File: config.mk
export PLATFORM = sky130hd
export DESIGN_NAME = bonus_slot_allocator
export DESIGN_NICKNAME = d
export VERILOG_FILES = /design/src/rtl/bonus_slot_allocator.sv
export SDC_FILE = /design/constraint.sdc
export NUM_CORES = 1
export LEC_CHECK = 0
export ABC_CLOCK_PERIOD_IN_PS = 4700
export BUFFER_PORTS_ARGS = -buffer_cell sky130_fd_sc_hd__clkbuf_2
export CAP_MARGIN = 5
export CORE_MARGIN = 8
export CORE_UTILIZATION = 30
export DETAILED_ROUTE_END_ITERATION = 7
export MAX_ROUTING_LAYER = met4
export SLEW_MARGIN = 20
export SYNTH_ARGS = -nofsm -noshare
export SYNTH_HDL_FRONTEND = slang
export SYNTH_SLANG_ARGS = --single-unit
File: constraint.sdc
create_clock -name clk -period 4.7 [get_ports clk]
set_input_delay 0.94 -clock clk [delete_from_list [all_inputs] [get_ports clk]]
set_output_delay 0.94 -clock clk [all_outputs]
set_load 0.005 [all_outputs]
File: src/rtl/bonus_slot_allocator.sv
// bonus_slot_allocator: round-robin allocator for the falling-bonus object slots.
// Optional per-slot frame lifetime expiry is compiled in when BONUS_LIFETIME_EN is defined.
module bonus_slot_allocator #(
  parameter int NUM_SLOTS       = 16,
  parameter int LIFETIME_FRAMES = 240
) (
  input  logic                 clk,
  input  logic                 reset,
  input  logic                 startOfFrame,
  input  logic                 spawn_req,
  output logic                 spawn_ack,
  output logic                 spawn_drop,
  output logic [3:0]           spawn_slot,
  output logic                 spawn_busy,
  input  logic [NUM_SLOTS-1:0] release_req,
  output logic [NUM_SLOTS-1:0] slot_active,
  output logic [NUM_SLOTS-1:0] slot_start,
  output logic [4:0]           active_count
);

  localparam int IW = (NUM_SLOTS > 1) ? $clog2(NUM_SLOTS) : 1;

  // state | meaning
  // IDLE  | waiting for spawn_req
  // SCAN  | probing one slot per cycle, starting at rr_ptr
  // DONE  | ack or drop visible; spawn_req ignored; back to IDLE
  typedef enum logic [1:0] {
    IDLE = 2'd0,
    SCAN = 2'd1,
    DONE = 2'd2
  } state_t;

  state_t               state;
  logic [IW-1:0]        rr_ptr;
  logic [IW-1:0]        scan_idx;
  logic [IW-1:0]        probe_cnt;
  logic                 probe_free;
  logic                 last_probe;
  logic [NUM_SLOTS-1:0] grant_mask;
  logic [NUM_SLOTS-1:0] expire_mask;
  logic [4:0]           pop_next;

  // Probe the registered slot state, so a release that landed earlier in the scan is visible.
  assign probe_free = ~slot_active[scan_idx];
  assign last_probe = (probe_cnt == IW'(NUM_SLOTS - 1));
  assign grant_mask = (state == SCAN && probe_free) ? (NUM_SLOTS'(1) << scan_idx) : '0;

  always_ff @(posedge clk or posedge reset) begin
    if (reset) begin
      state      <= IDLE;
      rr_ptr     <= '0;
      scan_idx   <= '0;
      probe_cnt  <= '0;
      spawn_ack  <= 1'b0;
      spawn_drop <= 1'b0;
      spawn_slot <= '0;
      spawn_busy <= 1'b0;
      slot_start <= '0;
    end else begin
      spawn_ack  <= 1'b0;
      spawn_drop <= 1'b0;
      spawn_slot <= '0;
      slot_start <= '0;
      case (state)
        IDLE: begin
          if (spawn_req) begin
            state      <= SCAN;
            scan_idx   <= rr_ptr;
            probe_cnt  <= '0;
            spawn_busy <= 1'b1;
          end
        end
        SCAN: begin
          if (probe_free) begin
            state      <= DONE;
            spawn_ack  <= 1'b1;
            spawn_slot <= 4'(scan_idx);
            slot_start <= grant_mask;
            rr_ptr     <= scan_idx + IW'(1);
          end else if (last_probe) begin
            state      <= DONE;
            spawn_drop <= 1'b1;
          end else begin
            scan_idx  <= scan_idx + IW'(1);
            probe_cnt <= probe_cnt + IW'(1);
          end
        end
        DONE: begin
          state      <= IDLE;
          spawn_busy <= 1'b0;
        end
        default: begin
          state      <= IDLE;
          spawn_busy <= 1'b0;
        end
      endcase
    end
  end

  // Grant is OR'd last: a granted slot was inactive, so a coincident release is a no-op.
  always_ff @(posedge clk or posedge reset) begin
    if (reset) begin
      slot_active <= '0;
    end else begin
      slot_active <= (slot_active & ~release_req & ~expire_mask) | grant_mask;
    end
  end

  always_comb begin
    pop_next = '0;
    for (int i = 0; i < NUM_SLOTS; i++) begin
      pop_next = pop_next + 5'(slot_active[i]);
    end
  end

  always_ff @(posedge clk or posedge reset) begin
    if (reset) begin
      active_count <= '0;
    end else begin
      active_count <= pop_next;
    end
  end

`ifdef BONUS_LIFETIME_EN
  logic [7:0] life_cnt [NUM_SLOTS];

  // Expiry fires on the same edge as the increment that reaches the lifetime.
  always_comb begin
    expire_mask = '0;
    for (int i = 0; i < NUM_SLOTS; i++) begin
      if (startOfFrame && slot_active[i] &&
          ((life_cnt[i] + 8'd1) == 8'(LIFETIME_FRAMES))) begin
        expire_mask[i] = 1'b1;
      end
    end
  end

  always_ff @(posedge clk or posedge reset) begin
    if (reset) begin
      for (int i = 0; i < NUM_SLOTS; i++) begin
        life_cnt[i] <= '0;
      end
    end else begin
      for (int i = 0; i < NUM_SLOTS; i++) begin
        if (grant_mask[i]) begin
          life_cnt[i] <= '0;
        end else if (startOfFrame && slot_active[i]) begin
          life_cnt[i] <= expire_mask[i] ? 8'd0 : life_cnt[i] + 8'd1;
        end
      end
    end
  end
`else
  logic sof_unused;
  assign sof_unused  = startOfFrame;
  assign expire_mask = '0;
`endif

endmodule

---- After elaboration in Yosys (flattened, before gate mapping) ----
Cells that the tools add are included.
word-level totals
  output and inout port bits .............. 44
  word-level logic and storage cells ...... 74
  bits of input ports ..................... 20
  register bits ........................... 58
operators by class
  bitwise logic cells ..................... 5
  $lt $le $gt $ge ......................... 1
  $add $sub $neg .......................... 17
  reduce and logical (&&, ||, !) cells .... 7
  mux-type cells .......................... 26
  shift-type cells ........................ 1
  equality and inequality tests ........... 6
operators by type and width
  operator                                                                      number
  5-bit by 1-bit adder with 5-bit output                                        11
  16-bit 2-to-1 mux                                                             3
  4-bit 2-to-1 mux                                                              8
  16-bit AND                                                                    1
  16-bit inverter                                                               1
  16-bit bitwise OR                                                             1
  4-bit one-hot mux with 2 select lines                                         2
  1-bit by 4-bit << shifter with 16-bit output, first input constant            1
  4-bit by 1-bit adder with 4-bit output, second input constant                 2
  1-bit 2-to-1 mux                                                              7
  2-bit 2-to-1 mux                                                              3
  2-bit inequality test, second input constant                                  3
  2-bit AND reduction                                                           3
  4-bit by 1-bit adder with 5-bit output                                        1
  4-bit by 5-bit less-than comparator with 1-bit output, second input constant  1
  3-bit by 1-bit adder with 4-bit output                                        1
  1-bit binary-select mux with 4-bit select                                     1
  4-bit equality test, second input constant                                    1
  2-bit one-hot mux with 2 select lines                                         1
  4-bit AND reduction                                                           1
  2-bit by 1-bit adder with 3-bit output                                        1
  3-bit inequality test, second input constant                                  1
  1-bit by 1-bit adder with 2-bit output                                        1
  2-bit by 1-bit equality test with 1-bit output, second input constant         1
  other kinds (5)                                                               6

---- Logic depth before layout (Yosys ltp) ----
Gate-level depths: netlist (run 1).
  depth after elaboration ................. 15
  depth in mapped cells ................... 12
  gate-level depth less buffers ........... 12

---- Worst setup path before layout (run 1) ----
Ideal clock, no wire load.
  path type ............................... register to register
  start ................................... register slot_active[0]
  end ..................................... register active_count[4]
  arrival ................................. 3190 ps
  setup slack ............................. 1446 ps
  library setup time ...................... 64 ps
  period minus slack after synthesis ...... 3254 ps
  path buffers ............................ 0
  required time ........................... 4636 ps
  cell stages (with the launch flop) ...... 12
  path through ............................ dfrtp_1 > inv_1 > fa_1 > fa_1 > fa_1 > fa_1 > inv_1 > ha_1 > inv_1 > fa_1 > nor2b_1 > o21a_1
on the way
  longest elaborated chain between the ends .. 15
RTL lines
  element                                               RTL line  RTL
  start: declaration                                    16        output logic [NUM_SLOTS-1:0] slot_active,
  start signal: assignment                              105       slot_active <= (slot_active & ~release_req & ~expire_mask) | grant_mask;
  1-bit by 1-bit adder with 2-bit output                112       pop_next = pop_next + 5'(slot_active[i]);
  2-bit by 1-bit adder with 3-bit output                112
  3-bit by 1-bit adder with 4-bit output                112
  4-bit by 1-bit adder with 5-bit output                112
  5-bit by 1-bit adder with 5-bit output (11 in a row)  112
  net pop_next[4]                                       41        logic [4:0] pop_next;
  end signal: assignment                                120       active_count <= pop_next;
  end: declaration                                      18        output logic [4:0] active_count
The timed path passes the listed nets, and every way through them passes these cells.
A chain may end at the register's enable or synchronous reset.

---- Final worst setup path (run 1) ----
  start ................................... register slot_active[11]
  end ..................................... register active_count[4]
on the way
  longest elaborated chain between the ends .. 5
RTL lines
  element                                              RTL line
  5-bit by 1-bit adder with 5-bit output (5 in a row)  112
  net pop_next[4]                                      41
The timed path passes the listed nets, and every way through them passes these cells.

==> results.md, run 1 <==
CTS:
- Clock-pin slew was measured on the worst setup and hold paths at roughly 70 ps.
- Clock latency on the worst-skew pair, taken at its later pin, is 340 ps.
- In this run the deepest clock path goes through 2 buffers.
- The clock tree synthesis step divided the H-tree into 3 levels.
- The clock sink count is 58.
- After clock tree synthesis, the repair step resized 0 gates.
- The hold buffer count at cts is 0.
- TritonCTS built the clock tree.
- The number of buffers inserted during clock tree synthesis is 9.
- The post-CTS repair timing setup buffer count is 0.
- The buffer cell driving the clock tree root is sky130_fd_sc_hd__clkbuf_8.

Global route:
- The maximum number of pins on one net before global-route repair is a little under 60.
- The initial antenna violation count is 0.
- The via count of the first global-routing pass is 2,079.
- The total overflow left after global routing is 0.
- The overall track demand over capacity in global routing is approximately an eighth.
- The first-pass GRT wire length is 11,000 µm.

Placement:
- The placed wire-length estimate after detailed placement is ~5000 µm.
- At the end of routability-driven placement, the weighted congestion stood at 0.797.
- The number of placed instances, taps included, is 404.
- During placement, the flow inserted port buffers numbering 62.
- The worst-case setup slack after placement is 1320 ps.

Worst setup path:
- The minimum setup slack among reg-to-reg paths is about 1300 ps.
- The slowest stage of the critical path is the sky130_fd_sc_hd__fa_1 cell.
- The critical path goes through inv_1 -> fa_1 -> fa_1 -> fa_1 -> fa_1 -> inv_1 -> ha_1 -> inv_1 -> fa_1 -> nor2b_1 -> o21a_1.
- The worst setup path is captured at a flop.
- The data required time of the worst path is 4990 ps.
- The number of cells on the worst reg-to-reg path is 11.
- The classification of the worst setup path is reg -> reg.
- The longest individual stage delay on the worst path is 550 ps.
- STA puts the critical path data arrival time at roughly 3700 ps.
- In this run the critical register-to-register path is captured at active_count[4]$_DFF_PP0_.
- On the critical path the largest part of the delay comes from adder cells.
- The most critical setup path has its startpoint at slot_active[11]$_DFF_PP0_.
- Counting stages on the worst path, the most repeated cell is sky130_fd_sc_hd__fa_1.
- The critical path contains buffers and inverters numbering 3 combined.
- The critical-path maximum fanout is 3.
- The worst register-to-register path begins at slot_active[11]$_DFF_PP0_.
- The worst setup path is launched from a flop.

Finish:
- The repair_antennas step left the layout with diodes totalling 0.
- The area overhead of the layout relative to synthesis is 21.2%.
- The final cell count without fillers is 420.
- Cells with a size suffix above 1 make up 29.8% of the layout.
- The net total in the final layout is 346.

STA:
- The hold violation count in the final report was 0.
- The shortest clock period the worst path allows after layout is 3390 ps.
- For this run, the top clock speed supported by timing is just under 300 MHz.
- Setup repair after global routing left no endpoint under its margin.
- The worst pin sits at a relative slew slack of 45.1%.
- In the post-route analysis, the smallest setup slack over all paths is 1310 ps.
- The clock arrives with 12.5 ps of skew.
- Setup violations remaining at the end of the flow were counted as 0.
- The sum of negative setup slack is 0 ps.
- The actual transition at the worst max-transition pin is 823 ps.
- After layout, the worst path uses 72.1% of the clock period.
- The final number of max-transition violations is 0.

Logic synthesis:
- Counting every net in the synthesized netlist gives approximately 280.
- The most used flip-flop cell after synthesis is sky130_fd_sc_hd__dfrtp_1.
- Synthesis inferred 58 register bits.
- The average instance area after synthesis is 11.9 µm².
- After synthesis, the largest area contributor takes up 51.8% of total cell area.
- The total of warnings raised by yosys is 0.
- In this run, distinct cell masters in the synthesized netlist total 44.
- sky130_fd_sc_hd__dfrtp_1 takes more of the synthesized area than any other cell.
- Yosys attributes the largest share of cell area to sky130_fd_sc_hd__dfrtp_1 (52%), sky130_fd_sc_hd__fa_1 (7.1%), sky130_fd_sc_hd__ha_1 (5.4%).
- Counting flops with an async set or reset pin after synthesis yields a share of 100%.
- In this run, synthesis inferred 0 flip-flops with an integrated enable.
- The mapped cell area is between 2000 and 3000 µm².
- The cell count after synthesis came out at approximately 240.
- The share of the yosys chip area belonging to registers is 51.8%.

Floorplan:
- The width of the chip is 113 µm.
- The die covers 12,700 µm².
- From bottom edge to top edge, the die measures 113 µm.
- The floorplan has 35 rows.
- The initial cell density of the core is between 30% and 40%.
- The placeable core area is 9150 µm².
- In this run the count of I/O pins placed on the die edge is 64.

Drt:
- The remaining design rule violation count is 0.
- For this run, the detailed router's first-pass iteration total came to 4.
- The routed wire length per instance is 16.1 µm.
- The first routing iteration left between 100 and 150 violations.
- The number of routed nets with antenna violations is 0.
- The wire length reported by the detailed router is 6760 µm.
- The total via count after detailed routing is 1,987.
- Using the TritonRoute via totals, the vias-per-cell ratio works out to 4.73.

Power and ir drop:
- Overall power consumption after layout is estimated at 0.00190 W.
- The static leakage is between 1.5 and 2 nW.
- The power density normalized to cell area is 559 nW/µm².
- The worst vdd rail ir drop is 0.154 mV.

Hold path:
- Counting instances, the worst hold path has a depth of 2.
- The path with the worst hold slack has its endpoint at spawn_busy$_DFFE_PP0P_.
- The origin of the worst min-delay path is spawn_busy$_DFFE_PP0P_.
- In this run the worst hold path is classified as reg -> reg.

Run:
- The number of max-capacitance violations reported is 0.

Outcome:
- The flow ran to the end, and the final reports show no timing, DRC or antenna violations.
## flip-flops by register name, summed over array words and instances (netlist names)
name,cells
spawn_busy,1
active_count,5
state,2
spawn_drop,1
slot_active,16
scan_idx,4
probe_cnt,4
rr_ptr,4
spawn_slot,4
spawn_ack,1
slot_start,16
## per-stage QoR
step | utilization, % | hold WS [ps] | cell area (µm²)
after floorplan | - | 480 | 2800
after global placement | 35.1 | 488 | 3210
after detailed placement | 35.1 | 493 | 3210
after CTS | 37.1 | 509 | 3400
after global routing | 37.1 | 524 | 3400
final | 37.1 | 502 | 3400
## placed cells by master, fill, tap and decap left out, types with 2 or more instances in the layout
cell                        instances
sky130_fd_sc_hd__clkbuf_8          12
sky130_fd_sc_hd__fa_1              10
sky130_fd_sc_hd__o21a_1             2
sky130_fd_sc_hd__nor2b_1            2
sky130_fd_sc_hd__mux2_2             4
sky130_fd_sc_hd__mux2i_1            7
sky130_fd_sc_hd__a2bb2oi_2          2
sky130_fd_sc_hd__xnor2_1            3
sky130_fd_sc_hd__and2_1             5
sky130_fd_sc_hd__mux4_2             2
sky130_fd_sc_hd__and3_1             5
sky130_fd_sc_hd__clkbuf_1           2
sky130_fd_sc_hd__inv_1             34
sky130_fd_sc_hd__a21oi_1            3
sky130_fd_sc_hd__nor2_1            19
sky130_fd_sc_hd__clkinv_2           2
sky130_fd_sc_hd__nand2_1           12
sky130_fd_sc_hd__o22ai_1           13
sky130_fd_sc_hd__nand2_4            2
sky130_fd_sc_hd__o21ai_0            2
sky130_fd_sc_hd__nand3_1            6
sky130_fd_sc_hd__o211ai_1           2
sky130_fd_sc_hd__o21bai_1           4
sky130_fd_sc_hd__ha_1              12
sky130_fd_sc_hd__clkbuf_2          62
sky130_fd_sc_hd__dfrtp_1           58
## cell usage after synthesis (all sizes together), types with 2 or more instances
cell	n
dfrtp	58
inv	35
nor2	19
nand2	14
o22ai	13
ha	12
fa	10
mux2i	7
nand3	6
and2	5
and3	5
mux2	4
o21bai	4
a21oi	3
buf	3
clkbuf	3
xnor2	3
a221oi	2
a22oi	2
a2bb2oi	2
mux4	2
nor2b	2
o211ai	2
o21a	2
o21ai	2
## how the worst max path moves through the flow
stage | slack [ps] | cells past startpoint | endpoint
2_1_floorplan | 1450 | 11 | active_count[4]$_DFF_PP0_
3_3_place_gp | 1310 | 11 | active_count[4]$_DFF_PP0_
3_5_place_dp | 1320 | 10 | active_count[3]$_DFF_PP0_
4_1_cts | 1300 | 11 | active_count[4]$_DFF_PP0_
5_1_grt | 1140 | 11 | active_count[4]$_DFF_PP0_
6_report | 1310 | 11 | active_count[4]$_DFF_PP0_
## cell type report
type | instances | area (µm²)
Clock buffer | 14 | 173
Timing Repair Buffer | 63 | 318
Tap cell | 111 | 139
Inverter | 35 | 131
Clock inverter | 2 | 10.0
Sequential cell | 58 | 1450
Multi-Input combinational cell | 137 | 1170
Fill cell | 885 | 5760
## worst register-to-register path, delay by kind of cell (launching register included)
family | cells | cell delay, ps
buffers and inverters | 3 | 200
AOI/OAI and AO/OA | 1 | 120
and+or+nand+nor | 1 | 140
DFF | 1 | 380
adders and majority gates | 6 | 2500
## cell families after synthesis
| kind of cell | count (synthesis) | synth area share (%) |
|---|---|---|
| mux | 13 | 5.72 |
| compound gates | 43 | 12.8 |
| xor+xnor | 3 | 0.938 |
| fa+ha+maj | 22 | 12.5 |
| buf+inv | 41 | 6.30 |
| simple gates | 56 | 9.96 |
| flops | 58 | 51.8 |
## per-layer routing
layer  global-route usage [%]  part of all wire (%)  up-vias  wire length [µm]
li1                         -                     -      939                 -
met1                     14.5                    44      979              3010
met2                     16.6                    46       58              3140
met3                     3.01                   6.8       11               460
met4                     7.55                   2.3        0               156
met5                        -                     0        -                 0
## where the power goes
group	internal [W]	leakage (nW)	switching, W
Clock	0.000233	0.0965	0.000192
Sequential	0.000616	0.779	0.000142
Combinational	0.000313	0.877	0.000400
Total	0.00116	1.75	0.000735
(Power assumes the default switching activity.)
==> run 2: changes to the inputs <==
ABC_CLOCK_PERIOD_IN_PS = 3000   (was 4700)
clock period = 3 ns   (was 4.7 ns; I/O delays follow)
==> results.md, run 2 (synthesis gave the netlist of run 1 again) <==
Power and ir drop:
- The total internal power is 0.00194 W.
- The analysis attributes to cell leakage a power of 1.87 nW.
- Registers are responsible for 37.2% of the overall power.
- In this run switching power makes up 38.4% of total power.
- In this run the power density over the cells is just under 900 nW/µm².
- The analysis attributes to net switching a power of 0.00121 W.
- The worst vdd rail ir drop is 0.251 mV.
- The fraction of power consumed by combinational cells is 41.9%.
- The clock share of power is 21.0%.

Placement:
- The placer congestion estimate is ~0.79.
- The number of cells after detailed placement is 424.
- The HPWL after detailed placement is 5290 µm.
- The count of buffers from port buffering is 62.
- The total placed instance area is 3380 µm².
- The worst-case setup slack after placement is -274 ps.

Global route:
- The overall track demand over capacity in global routing is around an eighth.
- The via count of the first global-routing pass is 2,220.
- The initial antenna violation count came to 0.
- Summed over all layers, the global routing overflow is 0.
- Entering global routing, the biggest net connects 32 pins.
- The first global-routing pass estimated 11,700 µm of wire.

STA:
- Static timing analysis puts the maximum clock frequency at 307 MHz.
- The final number of max-transition violations came to 0.
- The hold violation count in the final report is 0.
- Counting I/O delays and the setup requirement, the final critical path takes 3260 ps.
- The smallest hold slack is 331 ps.
- Measured against its own limit, the worst slew margin works out to 57.8%.
- The post-route fraction of the period consumed by the critical path is 109%.
- For the pin with the worst max-slew slack, the measured transition is 632 ps.
- The sum of negative setup slack is -958 ps.
- The final worst slack is -260 ps.
- Setup repair after global routing could not meet its margin everywhere.
- Setup violations remaining at the end of the flow were counted as 4.
- The clock arrives with 7.40 ps of skew.

CTS:
- The number of buffers inserted during clock tree synthesis is 9.
- CTS built an H-tree with a depth of 3.
- The CTS tree is yes.
- The number of hold buffers added after CTS was 0.
- The buffer cell driving the clock tree root is sky130_fd_sc_hd__clkbuf_8.
- The clock sink count is 58.
- At the later pin of the worst-skew pair, clock insertion delay measures 330 ps.
- The clock edge transition at the registers on the reported setup and hold paths is roughly 60 ps.
- No sink is reached through more buffers than the 2 on the longest clock path.

Finish:
- The diode insertion count for antenna repair is 0.
- The library cells used most frequently in the layout, excluding fill and tap cells, are sky130_fd_sc_hd__clkbuf_2 (62), sky130_fd_sc_hd__dfrtp_1 (58), sky130_fd_sc_hd__buf_4 (24).
- The largest registers in the layout are slot_active (16), slot_start (16), active_count (5).
- For this run, the number of standard cells in the final layout without fillers is 444.
- The final design instance area without fill is 3610 µm².
- Counting the fill cells in the layout gives 855.
- Compared with the post-synthesis result, the final layout area differs by 28.8%.
- The library cell used most frequently in the layout, excluding fill and tap cells, is sky130_fd_sc_hd__clkbuf_2.
- The net count of the finished layout is 370.
- Of the cells placed in the final design, the portion with a size suffix greater than 1 is about two fifths.

Floorplan:
- The die is 113 µm wide.
- After floorplanning, the core was sized to cover roughly 9000 µm².
- The die covers 12,700 µm².
- The initial cell density of the core is 30.6%.
- In this run the vertical extent of the chip is 113 µm.
- 64 I/O pins were placed.
- The initialized floorplan defines 35 standard-cell rows.

Worst setup path:
- The signal on the critical path passes through inv_2 -> fa_1 -> fa_1 -> fa_1 -> fa_1 -> inv_2 -> ha_4 -> inv_2 -> fa_2 -> nor2b_1 -> o21a_1.
- The worst setup path is of the reg -> reg kind.
- The worst setup path is captured at a flop.
- The library cell contributing the largest single delay on the critical path is sky130_fd_sc_hd__fa_1.
- The arrival time at the worst endpoint is between 3000 and 4000 ps.
- Of all nets on the critical path, the largest fanout is 2.
- The longest individual stage delay on the worst path is 560 ps.
- The data required time of the worst path is 3270 ps.
- The element type at the critical path start is a flop.
- Among the stages of the critical path, the cell type that occurs most often is sky130_fd_sc_hd__fa_1.

Drt:
- The remaining design rule violation count is 0.
- The wire length reported by the detailed router is between 7000 and 8000 µm.
- Once detail routing completed, the nets flagged for antenna violations numbered 0.
- The first-pass detailed-route iteration total is 4.
- The total via count after detailed routing is about 2,100.
- The per-cell via count in the routed design is 4.70.
- The number of design-rule violations left by the first detailed-router iteration is 115.
- The routed wire length per instance is between 15 and 20 µm.

Hold path:
- The worst hold path belongs to the class in -> async.

Outcome:
- The run finished, with violations left.
- The final reports fail on setup timing.

Run:
- The tool flagged a number of max-cap violations equal to 0.
[run 2: changes by cell type in the layout (fill, tap and decap cells not counted), sizes merged]
cell and delta:
buf +24
[run 2: path summary, 6_finish.rpt]
| check | from | cells past startpoint | end | slack, ps |
|---|---|---|---|---|
| worst max-delay path | slot_active[7]$_DFF_PP0_ | 11 | active_count[4]$_DFF_PP0_ | -260 |
| worst min-delay path | reset | 2 | probe_cnt[3]$_DFFE_PP0P_ | 330 |
| max in group asynchronous | reset | 3 | slot_start[5]$_DFF_PP0_ | 2080 |
| worst max register to register | slot_active[7]$_DFF_PP0_ | 11 | active_count[4]$_DFF_PP0_ | -260 |
| worst min register to register | spawn_busy$_DFFE_PP0P_ | 2 | spawn_busy$_DFFE_PP0P_ | 500 |
| min in group clk | release_req[15] | 2 | slot_active[15]$_DFF_PP0_ | 430 |
[run 2: metrics by stage]
step | power, W | utilization [%]
floorplan | 0.00201 | -
global placement | 0.00243 | 37.0
detailed placement | 0.00245 | 37.0
CTS | 0.00314 | 39.1
global route | 0.00340 | 39.4
finish | 0.00315 | 39.4
[run 2: cell type report]
cell class	instances	area [µm²]	share of cell area, %
Timing Repair Buffer	87	510	14.2
Clock inverter	2	10.0	0.277
Inverter	35	131	3.64
Tap cell	111	139	3.85
Sequential cell	58	1450	40.2
Multi-Input combinational cell	137	1190	33.1
Clock buffer	14	173	4.79
[run 2: what timing repair did]
| item | in CTS | in global routing |
|---|---|---|
| gates resized for setup | 4 | 8 |
| pin swaps | 5 | 6 |
| endpoints found under the setup margin | 4 | 4 |
| setup buffers | 2 | 2 |
| cloned | 0 | 0 |
[run 2: worst max-delay path, delay by kind of cell (launching register included)]
family | cells | cell delay [ps]
adder cells (fa/ha/maj) | 6 | 2440
flip-flops | 1 | 360
buffers and inverters | 3 | 170
AND/OR/NAND/NOR | 1 | 120
AO/OA/AOI/OAI | 1 | 120
[run 2: power groups by stage]
| stage | Clock [W] | Sequential [W] | Combinational [W] |
|---|---|---|---|
| 3_5_place_dp | 0 | 0.00117 | 0.00128 |
| 3_3_place_gp | 0 | 0.00117 | 0.00126 |
| 4_1_cts | 0.000683 | 0.00116 | 0.00129 |
| 2_1_floorplan | 0 | 0.00110 | 0.000918 |
| 5_1_grt | 0.000709 | 0.00120 | 0.00149 |
| 6_report | 0.000660 | 0.00117 | 0.00132 |
[run 2: layer usage]
layer | global-route usage, % | vias up | wire [µm]
li1 | - | 991 | -
met1 | 15.3 | 1026 | 3310
met2 | 17.7 | 59 | 3130
met3 | 2.84 | 12 | 450
met4 | 6.47 | 0 | 144
met5 | - | - | 0
